[src/rtl/spi_txn_sequencer.sv]
`default_nettype none
// ============================================================================
// Module   : spi_txn_sequencer
// Purpose  : Feeds buffered command words to the 16-bit SPI master one at a
//            time and collects the received words into a response FIFO.
// Revision : 1.0 - initial release
// ============================================================================
module spi_txn_sequencer #(
    parameter int CMD_DEPTH      = 4,
    parameter int RSP_DEPTH      = 4,
    parameter int TIMEOUT_CYCLES = 255
) (
    input  logic        clk,
    input  logic        rst,
    input  logic        cmd_valid,
    output logic        cmd_ready,
    input  logic [15:0] cmd_data,
    output logic        rsp_valid,
    input  logic        rsp_ready,
    output logic [15:0] rsp_data,
    output logic        rsp_err,
    output logic [15:0] m_data_in,
    input  logic        m_spi_cs,
    input  logic [15:0] m_spi_data,
    output logic        busy,
    output logic        zero_cmd
);

    localparam int c_cmd_aw = $clog2(CMD_DEPTH);
    localparam int c_rsp_aw = $clog2(RSP_DEPTH);
    localparam logic [c_cmd_aw:0] c_cmd_full = CMD_DEPTH[c_cmd_aw:0];
    localparam logic [c_rsp_aw:0] c_rsp_full = RSP_DEPTH[c_rsp_aw:0];
    localparam logic [15:0]       c_tmo_last = 16'(TIMEOUT_CYCLES - 1);

    localparam logic [2:0] c_st_idle   = 3'd0;
    localparam logic [2:0] c_st_issue  = 3'd1;
    localparam logic [2:0] c_st_active = 3'd2;
    localparam logic [2:0] c_st_abort  = 3'd3;
    localparam logic [2:0] c_st_drain  = 3'd4;

    logic [15:0]         r_cmd_mem [CMD_DEPTH];
    logic [c_cmd_aw-1:0] r_cmd_wr_ptr;
    logic [c_cmd_aw-1:0] r_cmd_rd_ptr;
    logic [c_cmd_aw:0]   r_cmd_count;
    logic                r_zero_cmd;

    logic [15:0]         r_rsp_data_mem [RSP_DEPTH];
    logic                r_rsp_err_mem  [RSP_DEPTH];
    logic [c_rsp_aw-1:0] r_rsp_wr_ptr;
    logic [c_rsp_aw-1:0] r_rsp_rd_ptr;
    logic [c_rsp_aw:0]   r_rsp_count;

    logic [2:0]          r_state;
    logic [15:0]         r_timer;
    logic [1:0]          r_cs_hi_cnt;
    logic [15:0]         r_m_data_in;
    logic                r_busy;

    logic                w_cmd_accept;
    logic                w_cmd_push;
    logic                w_cmd_pop;
    logic                w_cmd_empty;
    logic                w_rsp_space;
    logic                w_rsp_push;
    logic                w_rsp_pop;
    logic                w_rsp_push_err;
    logic [15:0]         w_rsp_push_data;
    logic                w_tmo;

    assign cmd_ready    = (r_cmd_count != c_cmd_full);
    assign w_cmd_empty  = (r_cmd_count == '0);
    assign w_cmd_accept = cmd_valid && cmd_ready;
    // Zero means "no request" to the master, so it is acknowledged but never queued
    assign w_cmd_push   = w_cmd_accept && (cmd_data != 16'h0000);

    // In IDLE nothing is in flight, so one free slot is the whole reservation
    assign w_rsp_space  = (r_rsp_count < c_rsp_full);
    assign w_cmd_pop    = (r_state == c_st_idle) && !w_cmd_empty && w_rsp_space;

    assign w_rsp_push      = ((r_state == c_st_active) && m_spi_cs) || (r_state == c_st_abort);
    assign w_rsp_push_err  = (r_state == c_st_abort);
    assign w_rsp_push_data = w_rsp_push_err ? 16'h0000 : m_spi_data;
    assign w_rsp_pop       = rsp_valid && rsp_ready;

    assign w_tmo = (r_timer >= c_tmo_last);

    always_ff @(posedge clk or posedge rst) begin
        if (rst) begin
            for (int i = 0; i < CMD_DEPTH; i++) begin
                r_cmd_mem[i] <= '0;
            end
            r_cmd_wr_ptr <= '0;
            r_cmd_rd_ptr <= '0;
            r_cmd_count  <= '0;
            r_zero_cmd   <= 1'b0;
        end else begin
            if (w_cmd_push) begin
                r_cmd_mem[r_cmd_wr_ptr] <= cmd_data;
                r_cmd_wr_ptr            <= r_cmd_wr_ptr + 1'b1;
            end
            if (w_cmd_pop) begin
                r_cmd_rd_ptr <= r_cmd_rd_ptr + 1'b1;
            end
            case ({w_cmd_push, w_cmd_pop})
                2'b10:   r_cmd_count <= r_cmd_count + 1'b1;
                2'b01:   r_cmd_count <= r_cmd_count - 1'b1;
                default: r_cmd_count <= r_cmd_count;
            endcase
            r_zero_cmd <= w_cmd_accept && (cmd_data == 16'h0000);
        end
    end

    always_ff @(posedge clk or posedge rst) begin
        if (rst) begin
            for (int i = 0; i < RSP_DEPTH; i++) begin
                r_rsp_data_mem[i] <= '0;
                r_rsp_err_mem[i]  <= 1'b0;
            end
            r_rsp_wr_ptr <= '0;
            r_rsp_rd_ptr <= '0;
            r_rsp_count  <= '0;
        end else begin
            if (w_rsp_push) begin
                r_rsp_data_mem[r_rsp_wr_ptr] <= w_rsp_push_data;
                r_rsp_err_mem[r_rsp_wr_ptr]  <= w_rsp_push_err;
                r_rsp_wr_ptr                 <= r_rsp_wr_ptr + 1'b1;
            end
            if (w_rsp_pop) begin
                r_rsp_rd_ptr <= r_rsp_rd_ptr + 1'b1;
            end
            case ({w_rsp_push, w_rsp_pop})
                2'b10:   r_rsp_count <= r_rsp_count + 1'b1;
                2'b01:   r_rsp_count <= r_rsp_count - 1'b1;
                default: r_rsp_count <= r_rsp_count;
            endcase
        end
    end

    always_ff @(posedge clk or posedge rst) begin
        if (rst) begin
            r_state     <= c_st_idle;
            r_timer     <= '0;
            r_cs_hi_cnt <= '0;
            r_m_data_in <= '0;
            r_busy      <= 1'b0;
        end else begin
            case (r_state)
                c_st_idle: begin
                    r_m_data_in <= '0;
                    if (w_cmd_pop) begin
                        r_m_data_in <= r_cmd_mem[r_cmd_rd_ptr];
                        r_timer     <= '0;
                        r_busy      <= 1'b1;
                        r_state     <= c_st_issue;
                    end
                end
                c_st_issue: begin
                    r_timer <= r_timer + 1'b1;
                    if (!m_spi_cs) begin
                        r_m_data_in <= '0;
                        r_state     <= c_st_active;
                    end else if (w_tmo) begin
                        r_m_data_in <= '0;
                        r_state     <= c_st_abort;
                    end
                end
                c_st_active: begin
                    r_timer <= r_timer + 1'b1;
                    if (m_spi_cs) begin
                        r_busy  <= 1'b0;
                        r_state <= c_st_idle;
                    end else if (w_tmo) begin
                        r_state <= c_st_abort;
                    end
                end
                c_st_abort: begin
                    r_m_data_in <= '0;
                    r_cs_hi_cnt <= '0;
                    r_state     <= c_st_drain;
                end
                c_st_drain: begin
                    // A late or in-progress transfer must finish before the next word goes out
                    r_m_data_in <= '0;
                    if (m_spi_cs) begin
                        if (r_cs_hi_cnt == 2'd3) begin
                            r_busy  <= 1'b0;
                            r_state <= c_st_idle;
                        end else begin
                            r_cs_hi_cnt <= r_cs_hi_cnt + 1'b1;
                        end
                    end else begin
                        r_cs_hi_cnt <= '0;
                    end
                end
                default: begin
                    r_m_data_in <= '0;
                    r_busy      <= 1'b0;
                    r_state     <= c_st_idle;
                end
            endcase
        end
    end

    assign rsp_valid = (r_rsp_count != '0);
    assign rsp_data  = r_rsp_data_mem[r_rsp_rd_ptr];
    assign rsp_err   = r_rsp_err_mem[r_rsp_rd_ptr];
    assign m_data_in = r_m_data_in;
    assign busy      = r_busy;
    assign zero_cmd  = r_zero_cmd;

endmodule
`default_nettype wire

[config.mk]
export PLATFORM = sky130hd
export DESIGN_NAME = spi_txn_sequencer
export DESIGN_NICKNAME = d
export VERILOG_FILES = /design/src/rtl/spi_txn_sequencer.sv
export SDC_FILE = /design/constraint.sdc
export NUM_CORES = 1
export LEC_CHECK = 0
export CORE_MARGIN = 4
export CORE_UTILIZATION = 40
export CTS_BUF_LIST = sky130_fd_sc_hd__clkbuf_4
export DETAILED_ROUTE_END_ITERATION = 16
export DONT_BUFFER_PORTS = 1
export MAX_ROUTING_LAYER = met4
export SKIP_LAST_GASP = 1
export SLEW_MARGIN = 20
export SYNTH_ARGS = -nofsm -noshare
export SYNTH_HDL_FRONTEND = slang
export SYNTH_SLANG_ARGS = --single-unit
[constraint.sdc]
create_clock -name clk -period 18.8 [get_ports clk]
set_input_delay 2.82 -clock clk [delete_from_list [all_inputs] [get_ports clk]]
set_output_delay 2.82 -clock clk [all_outputs]
set_load 0.02 [all_outputs]
==> impl_table.tex, run 1 <==
\begin{tabular}{lr}
\hline
Metric & Value \\
\hline
\multicolumn{2}{l}{\textbf{Logic synthesis}} \\
\quad Mux contribution to synthesized area & 0.1835 \\
\quad Biggest area consumer among synthesized cells & dfrtp\_1 \\
\quad Synth Net Count & approximately 710 \\
\quad Flip-flop and latch count after synthesis & approximately 190 \\
\quad Fraction of the mapped netlist area in simple logic gates & 0.09094 \\
\quad Area of the mapped netlist & $\sim$8300 um\^{}2 \\
\quad Commonest cells post-synth & dfrtp\_1, nand2\_1, mux2\_2 \\
\quad Xor and xnor fraction of the mapped netlist area & 0.01695 \\
\quad Most common cell in the netlist & dfrtp\_1 \\
\quad Asr flop ratio synth & 1.000 \\
\quad Cell count after synthesis & roughly 660 \\
\quad Compound-cell area share of the yosys netlist & 0.09699 \\
\quad Number of enable-type register cells in the synthesized netlist & 0 \\
\quad Largest family of logic cells by synthesized area & multiplexers \\
\quad Top\_reg\_cell synth & dfrtp\_1 \\
\quad Yosys top cell area share & 0.5598 \\
\quad Post-synthesis cell type count & 54 \\
\quad Total of warnings raised by yosys & 0 \\
\quad Largest cells by area after synthesis & dfrtp\_1, mux2\_2, mux4\_2 \\
\quad Share of synthesized cell area in full adder, half adder and majority cells & 0.02451 \\
\quad Post-synthesis area per instance & approximately 12 um\^{}2 \\
\quad Sequential-to-total area share from yosys stat & 0.5598 \\
\multicolumn{2}{l}{\textbf{Pwr}} \\
\quad Pleak & roughly 0.0038 uW \\
\quad IR Drop Worst-Case VDD & around 0.000087 V \\
\quad PwrDens & roughly 170 nW/um\^{}2 \\
\multicolumn{2}{l}{\textbf{Clocking}} \\
\quad CTS Root Buffer Type & clkbuf\_4 \\
\quad Hold Buf Count CTS & 0 \\
\quad Total clock buffers created by CTS & 17 \\
\quad Latest clock arrival within the worst-skew pair & about 0.57 ns \\
\quad Clock edge transition at the registers on the reported setup and hold paths & $\sim$0.14 ns \\
\quad Post-CTS setup buffer count & 0 \\
\quad CTS tree & built \\
\quad CTS Buffer Depth & 2 \\
\quad Post-CTS sizing & 0 \\
\quad Number of clock sinks seen by CTS & approximately 190 \\
\quad CTS HTree Levels & 4 \\
\multicolumn{2}{l}{\textbf{Critical path}} \\
\quad Slowest CP cell & dfrtp\_1 \\
\quad Number of buffers and inverters on the critical path & 0 \\
\quad Family with the most delay on the worst path & flip-flops \\
\quad Top fanout value on the critical path & 18 \\
\quad Largest stage delay, worst path & $\sim$0.99 ns \\
\quad Kind of start point of the critical path & flop \\
\quad Cells along the critical path & mux4\_2 \\
\quad Critical Path Sink Type & primary output \\
\quad Critical path required time & 15.98 ns \\
\quad CP Class & flop to primary output \\
\quad Arrival time reported for the critical path endpoint & 2.07 ns \\
\multicolumn{2}{l}{\textbf{Routing}} \\
\quad Drt wl/cell & $\sim$19 um \\
\quad Remaining design rule violation count & 0 \\
\quad Detailed-route wire length & 17.50 mm \\
\quad Detailed router's first-iteration violation count & about 230 \\
\quad Antenna-violating nets left & 0 \\
\quad DR vias/cell & about 5.5 \\
\quad Number of optimization iterations in the first detailed-route pass & 5 \\
\quad Vias after detailed routing & about 5200 \\
\multicolumn{2}{l}{\textbf{Timing}} \\
\quad Layout Skew & about 0.023 ns \\
\quad Fmax & $\sim$0.20 GHz \\
\quad Final hold slack & approximately 0.49 ns \\
\quad Worst rel slew slack & 0.3146 \\
\quad Final count of pins violating max slew & 0 \\
\quad Setup\_tns & 0 ns \\
\quad Count of endpoints failing hold in the final timing report & 0 \\
\quad Final setup vio count & 0 \\
\quad Pin slew with the least headroom to its limit & about 1.0 ns \\
\quad Post-layout minimum cycle time & slightly below 5 ns \\
\quad Crit share post-route & 0.2602 \\
\quad Unrepaired setup endpoints after global routing & no \\
\quad Final setup margin & 13.91 ns \\
\multicolumn{2}{l}{\textbf{Layout}} \\
\quad Area delta synth->final & 6.325\% \\
\quad Final layout net count & $\sim$700 \\
\quad Fraction of layout cells with a size suffix above 1 & 0.2145 \\
\quad Antenna diode count & 0 \\
\quad Multi-input logic area & between 3000 and 4000 um\^{}2 \\
\quad Fin cells & around 930 \\
\quad Non-Filler Cell Area, Final & 8792 um\^{}2 \\
\quad Number of filler instances in the final layout & 1883 \\
\quad Register area & between 4000 and 5000 um\^{}2 \\
\multicolumn{2}{l}{\textbf{Worst hold path}} \\
\quad Path type of the worst min-delay path & flop to flop \\
\multicolumn{2}{l}{\textbf{Floorplan}} \\
\quad Total Die Area & between 20000 and 25000 um\^{}2 \\
\quad Die height & 151.8 um \\
\quad Placeable Area & just over 20000 um\^{}2 \\
\quad Die width & 151.8 um \\
\quad Starting Density & 0.4074 \\
\quad Count of pins on the block boundary & 74 \\
\quad Std cell rows & 52 \\
\multicolumn{2}{l}{\textbf{Place}} \\
\quad Routability-driven placement congestion ratio & 0.7138 \\
\quad Dpl hpwl & $\sim$11 mm \\
\quad Number of placed cells counting well taps & roughly 900 \\
\quad Quantity of I/O buffers inserted on ports & 0 \\
\quad Setup slack after placement & between 10 and 15 ns \\
\quad Cell area after placement & approximately 8500 um\^{}2 \\
\multicolumn{2}{l}{\textbf{Outcome}} \\
\quad Status & finished clean \\
\multicolumn{2}{l}{\textbf{GRT}} \\
\quad Antenna violations before repair & 0 \\
\quad First-pass GRT wire length & 29.02 mm \\
\quad Grt total ovfl & 0 \\
\quad Number of global-route vias before repair & 5330 \\
\quad All-Layer GR Usage & 0.1670 \\
\quad Pin count of the biggest net entering global routing & $\sim$100 \\
\multicolumn{2}{l}{\textbf{Flow run}} \\
\quad Max-capacitance violation count & 0 \\
\hline
\end{tabular}
## stage by stage
stage,power (uW),util
final,1491,0.4331
after global routing,1605,0.4331
after CTS,1511,0.4329
after detailed placement,1293,0.4191
after global placement,1250,0.4189
after floorplan,1152,-
## worst paths after layout
path                               startpoint            endpoint  slack [ns]  cells past startpoint
setup / recovery              r_rsp_rd_ptr[1]         rsp_data[5]       13.91                      1
hold / removal             r_rsp_data_mem[57]  r_rsp_data_mem[57]        0.49                      2
setup reg to reg                   r_state[0]      r_cmd_count[2]       15.46                      9
hold reg to reg            r_rsp_data_mem[57]  r_rsp_data_mem[57]        0.49                      2
max in group asynchronous                 rst   r_rsp_data_mem[0]       15.19                      2
min in group asynchronous                 rst        m_data_in[4]        2.23                      1
## flip-flops by register name, indices dropped and copies added, names as in the netlist
name            count
r_timer            16
r_rsp_data_mem     64
r_rsp_rd_ptr        2
r_cmd_rd_ptr        2
r_rsp_wr_ptr        2
r_cs_hi_cnt         2
busy                1
r_rsp_err_mem       4
r_cmd_wr_ptr        2
r_cmd_count         3
r_state             3
r_rsp_count         3
r_cmd_mem          64
m_data_in          16
zero_cmd            1
## layer usage
layer	track usage	part of all wire
met5	-	0
met2	0.2793	0.52
met3	0.04997	0.061
met1	0.2005	0.41
met4	0.03998	0.011
## kinds of logic (layout without fill, tap and decap cells)
group / Yosys count / in the layout
buffers and inverters: 55 / 55
AO/OA/AOI/OAI: 127 / 127
XOR/XNOR: 16 / 16
AND/OR/NAND/NOR: 162 / 162
multiplexers: 102 / 102
flip-flops: 185 / 185
adder cells (fa/ha/maj): 15 / 15
## power breakdown
part / switching [uW] / total [uW] / leakage, uW / internal, uW
Combinational: 293 / 576 / 0.00137 / 283
Sequential: 133 / 696 / 0.00232 / 563
Clock: 138 / 219 / 0.000145 / 81.0
Total: 563 / 1490 / 0.00383 / 928
## cell type report
type                            count  area share
Sequential cell                   185      0.5265
Timing Repair Buffer                7    0.006404
Clock buffer                       18     0.01537
Multi-Input combinational cell    422      0.3889
Tap cell                          270     0.03842
Inverter                           17    0.007827
Clock inverter                     13     0.01651
## layout by cell type, fill, tap and decap left out, types with 5 or more instances in the layout
cell type	count
a21oi_1	7
a22o_1	20
buf_4	6
clkbuf_4	18
dfrtp_1	185
ha_1	13
inv_1	15
mux2_2	66
mux4_2	33
nand2_1	95
nand3_1	16
nor2_1	10
nor4_1	7
o21ai_0	65
o21ai_1	10
o31ai_1	7
or4_1	5
xnor2_1	11
xor2_1	5
No activity file was read; power rests on OpenSTA's default activity.
==> run 2, diff against run 1 <==
clock period = 4.25 ns   (was 18.8 ns; I/O delays follow)
==> run 2 against run 1 <==
  * Hold slack lost 0.28 ns
  * Register-to-register slack lost 14 ns
  * Clock power grew to 4.5 times the previous value
  * Sequential power grew to 4.5 times the previous value
  * Critical path type unchanged
  * Setup slack lost 13 ns
  * Count of clock-buffer cells in the layout grew 1
==> impl_table.tex, run 2 (same netlist as run 1, synthesis figures left out) <==
\begin{tabular}{lr}
\hline
Metric & Value \\
\hline
\multicolumn{2}{l}{\textbf{Layout}} \\
\quad Number of filler instances in the final layout & 1907 (was 1883) \\
\quad Regs by FF count & r\_cmd\_mem (64), r\_rsp\_data\_mem (64) (unchanged) \\
\quad Fraction of layout cells with a size suffix above 1 & 0.2174 (was 0.2145) \\
\quad Antenna diode count & 0 (unchanged) \\
\quad Fin cells & 937 (was 932) \\
\quad Most frequent cells in the layout & dfrtp\_1, nand2\_1, mux2\_2 (unchanged) \\
\quad Area delta synth->final & 6.824\% (was 6.325\%) \\
\quad Final layout net count & 706 (was 702) \\
\quad Final core utilization & 0.4352 (was 0.4331) \\
\quad Most frequent standard cell in the layout excluding fill and tap cells & dfrtp\_1 (unchanged) \\
\multicolumn{2}{l}{\textbf{Pwr}} \\
\quad Sequential cell fraction of total power & 0.475 (was 0.467) \\
\quad P\_int & 4126 uW (was 927.7 uW) \\
\quad Switching fraction of total power & 0.3761 (was 0.3777) \\
\quad PwrDens & 748.7 nW/um\^{}2 (was 169.5 nW/um\^{}2) \\
\quad Portion of total power attributed to combinational logic & 0.378 (was 0.386) \\
\quad Pleak & 0.003858 uW (was 0.003835 uW) \\
\quad Share of total power in the clock network & 0.148 (was 0.147) \\
\quad IR Drop Worst-Case VDD & 0.0003334 V (was 0.00008720 V) \\
\quad Overall Power & 6614 uW (was 1491 uW) \\
\quad Switching pwr & 2488 uW (was 563.0 uW) \\
\multicolumn{2}{l}{\textbf{Clocking}} \\
\quad CTS tree & built (unchanged) \\
\quad CTS HTree Levels & 4 (unchanged) \\
\quad Clock edge transition at the registers on the reported setup and hold paths & 0.16 ns (was 0.14 ns) \\
\quad Latest clock arrival within the worst-skew pair & 0.56 ns (was 0.57 ns) \\
\quad Total clock buffers created by CTS & 17 (unchanged) \\
\quad CTS Root Buffer Type & clkbuf\_4 (unchanged) \\
\quad CTS Buffer Depth & 2 (unchanged) \\
\quad Number of clock sinks seen by CTS & 185 (unchanged) \\
\quad Post-CTS sizing & 0 (unchanged) \\
\multicolumn{2}{l}{\textbf{Timing}} \\
\quad Count of endpoints failing hold in the final timing report & 0 (unchanged) \\
\quad Worst rel slew slack & 0.3377 (was 0.3146) \\
\quad Post-layout minimum cycle time & 2.971 ns \\
\quad Final count of pins violating max slew & 0 (unchanged) \\
\quad Unrepaired setup endpoints after global routing & no (unchanged) \\
\quad Fmax & about 0.34 GHz \\
\quad Crit share post-route & 0.6990 \\
\quad Pin slew with the least headroom to its limit & 0.9906 ns (was 1.025 ns) \\
\quad Layout Skew & 0.02662 ns (was 0.02341 ns) \\
\quad Setup\_tns & 0 ns (unchanged) \\
\quad Final setup vio count & 0 (unchanged) \\
\multicolumn{2}{l}{\textbf{Floorplan}} \\
\quad Total Die Area & 23040 um\^{}2 (unchanged) \\
\quad Placeable Area & 20300 um\^{}2 (unchanged) \\
\quad Std cell rows & 52 (unchanged) \\
\quad Starting Density & 0.4074 (unchanged) \\
\quad Count of pins on the block boundary & 74 (unchanged) \\
\quad Die height & 151.8 um (unchanged) \\
\quad Die width & 151.8 um (unchanged) \\
\multicolumn{2}{l}{\textbf{Place}} \\
\quad Number of placed cells counting well taps & 904 (was 901) \\
\quad Dpl hpwl & 11.69 mm (was 11.47 mm) \\
\quad Routability-driven placement congestion ratio & 0.7966 (was 0.7138) \\
\quad Quantity of I/O buffers inserted on ports & 0 (unchanged) \\
\multicolumn{2}{l}{\textbf{Worst hold path}} \\
\quad Path type of the worst min-delay path & input pin to flop (was flop to flop) \\
\quad Hold endpoint & r\_cmd\_mem[27] (was r\_rsp\_data\_mem[57]) \\
\quad Number of cells on the worst hold path & 1 (was 2) \\
\quad Worst hold path startpoint & cmd\_data[11] (was r\_rsp\_data\_mem[57]) \\
\multicolumn{2}{l}{\textbf{Critical path}} \\
\quad Critical path required time & 3.61 ns (was 15.98 ns) \\
\quad Top fanout value on the critical path & 10 (was 18) \\
\quad Worst R2R End & r\_cmd\_count[2] (unchanged) \\
\quad CP Class & flop to primary output (unchanged) \\
\quad Register-to-register setup slack & 1.44 ns (was 15.46 ns) \\
\quad Source of the critical timing path & r\_rsp\_rd\_ptr[0] (was r\_rsp\_rd\_ptr[1]) \\
\quad Kind of start point of the critical path & flop (unchanged) \\
\quad Reg-to-reg critical path startpoint & r\_state[0] (unchanged) \\
\quad Critical Path Sink Type & primary output (unchanged) \\
\quad R2R cell count & 9 (unchanged) \\
\quad Arrival time reported for the critical path endpoint & 2.33 ns (was 2.07 ns) \\
\multicolumn{2}{l}{\textbf{Routing}} \\
\quad Detailed router's first-iteration violation count & 171 (was 225) \\
\quad Drt wl/cell & 18.81 um (was 18.78 um) \\
\quad Number of optimization iterations in the first detailed-route pass & 4 (was 5) \\
\quad Remaining design rule violation count & 0 (unchanged) \\
\quad Vias after detailed routing & 5171 (was 5161) \\
\quad DR vias/cell & 5.519 (was 5.538) \\
\quad Antenna-violating nets left & 0 (unchanged) \\
\quad Detailed-route wire length & 17.63 mm (was 17.50 mm) \\
\multicolumn{2}{l}{\textbf{GRT}} \\
\quad First-pass GRT wire length & 28.79 mm (was 29.02 mm) \\
\quad Number of global-route vias before repair & 5486 (was 5330) \\
\quad Antenna violations before repair & 0 (unchanged) \\
\quad All-Layer GR Usage & 0.1666 (was 0.1670) \\
\quad Pin count of the biggest net entering global routing & 124 (was 99) \\
\quad Grt total ovfl & 0 (unchanged) \\
\multicolumn{2}{l}{\textbf{Flow run}} \\
\quad Max-capacitance violation count & 0 (unchanged) \\
\multicolumn{2}{l}{\textbf{Outcome}} \\
\quad Status & finished clean (unchanged) \\
\hline
\end{tabular}
[run 2: cell count changes in the layout (fill, tap and decap cells not counted), sizes merged]
cell	delta
buf	+3
clkbuf	+1
clkinv	-1
clkinvlp	+1
dlygate4sd3	+1
[run 2: how the worst max path moves through the flow]
stage	end	slack [ns]	cells past startpoint
detailed placement	r_cmd_count[2]	1.35	9
global route	rsp_data[3]	1.06	2
floorplan	busy	1.23	1
finish	rsp_data[3]	1.28	2
global placement	r_cmd_count[2]	1.33	9
CTS	rsp_data[3]	1.18	2
[run 2: power groups by stage]
stage / Clock (uW) / Sequential [uW] / Combinational (uW)
final: 976 / 3140 / 2500
after global routing: 1100 / 3240 / 2790
after CTS: 1020 / 3140 / 2550
after detailed placement: 0 / 3180 / 2540
after global placement: 0 / 3110 / 2440
after floorplan: 0 / 2850 / 2250
[run 2: layer usage]
layer | wire, um | vias to the layer above | global-route usage
li1 | - | 2372 | -
met1 | 6963 | 2683 | 0.1911
met2 | 9283 | 102 | 0.2827
met3 | 1205 | 14 | 0.06098
met4 | 172 | 0 | 0.03504
met5 | 0 | - | -
[run 2: metrics by stage]
step	hold slack, ns	instance area [um^2]	setup slack [ns]
2_1_floorplan	0.4446	8273	1.234
3_3_place_gp	0.4568	8537	1.334
3_5_place_dp	0.4698	8537	1.348
4_1_cts	0.1628	8833	1.180
5_1_grt	0.1267	8833	1.059
6_report	0.2114	8833	1.279
[run 2: cell type report]
type,count,area (um^2),area share
clock buffer,19,142.6,0.01615
clock inverter,13,143.9,0.01629
inverter,17,67.56,0.007649
multi-input combinational,422,3415,0.3865
sequential,185,4629,0.5241
tap,270,337.8,0.03824
timing repair buffer,11,97.59,0.01105
[run 2: timing repair]
action                    4_1_cts  5_1_grt
setup buffers                   0        0
hold endpoints to repair       22        0
hold buffers                    1        0
[run 2: critical path, cell delays in order (launching register included)]
cell and delay, ns:
dfrtp_1 0.80, buf_4 0.35, mux4_2 0.64
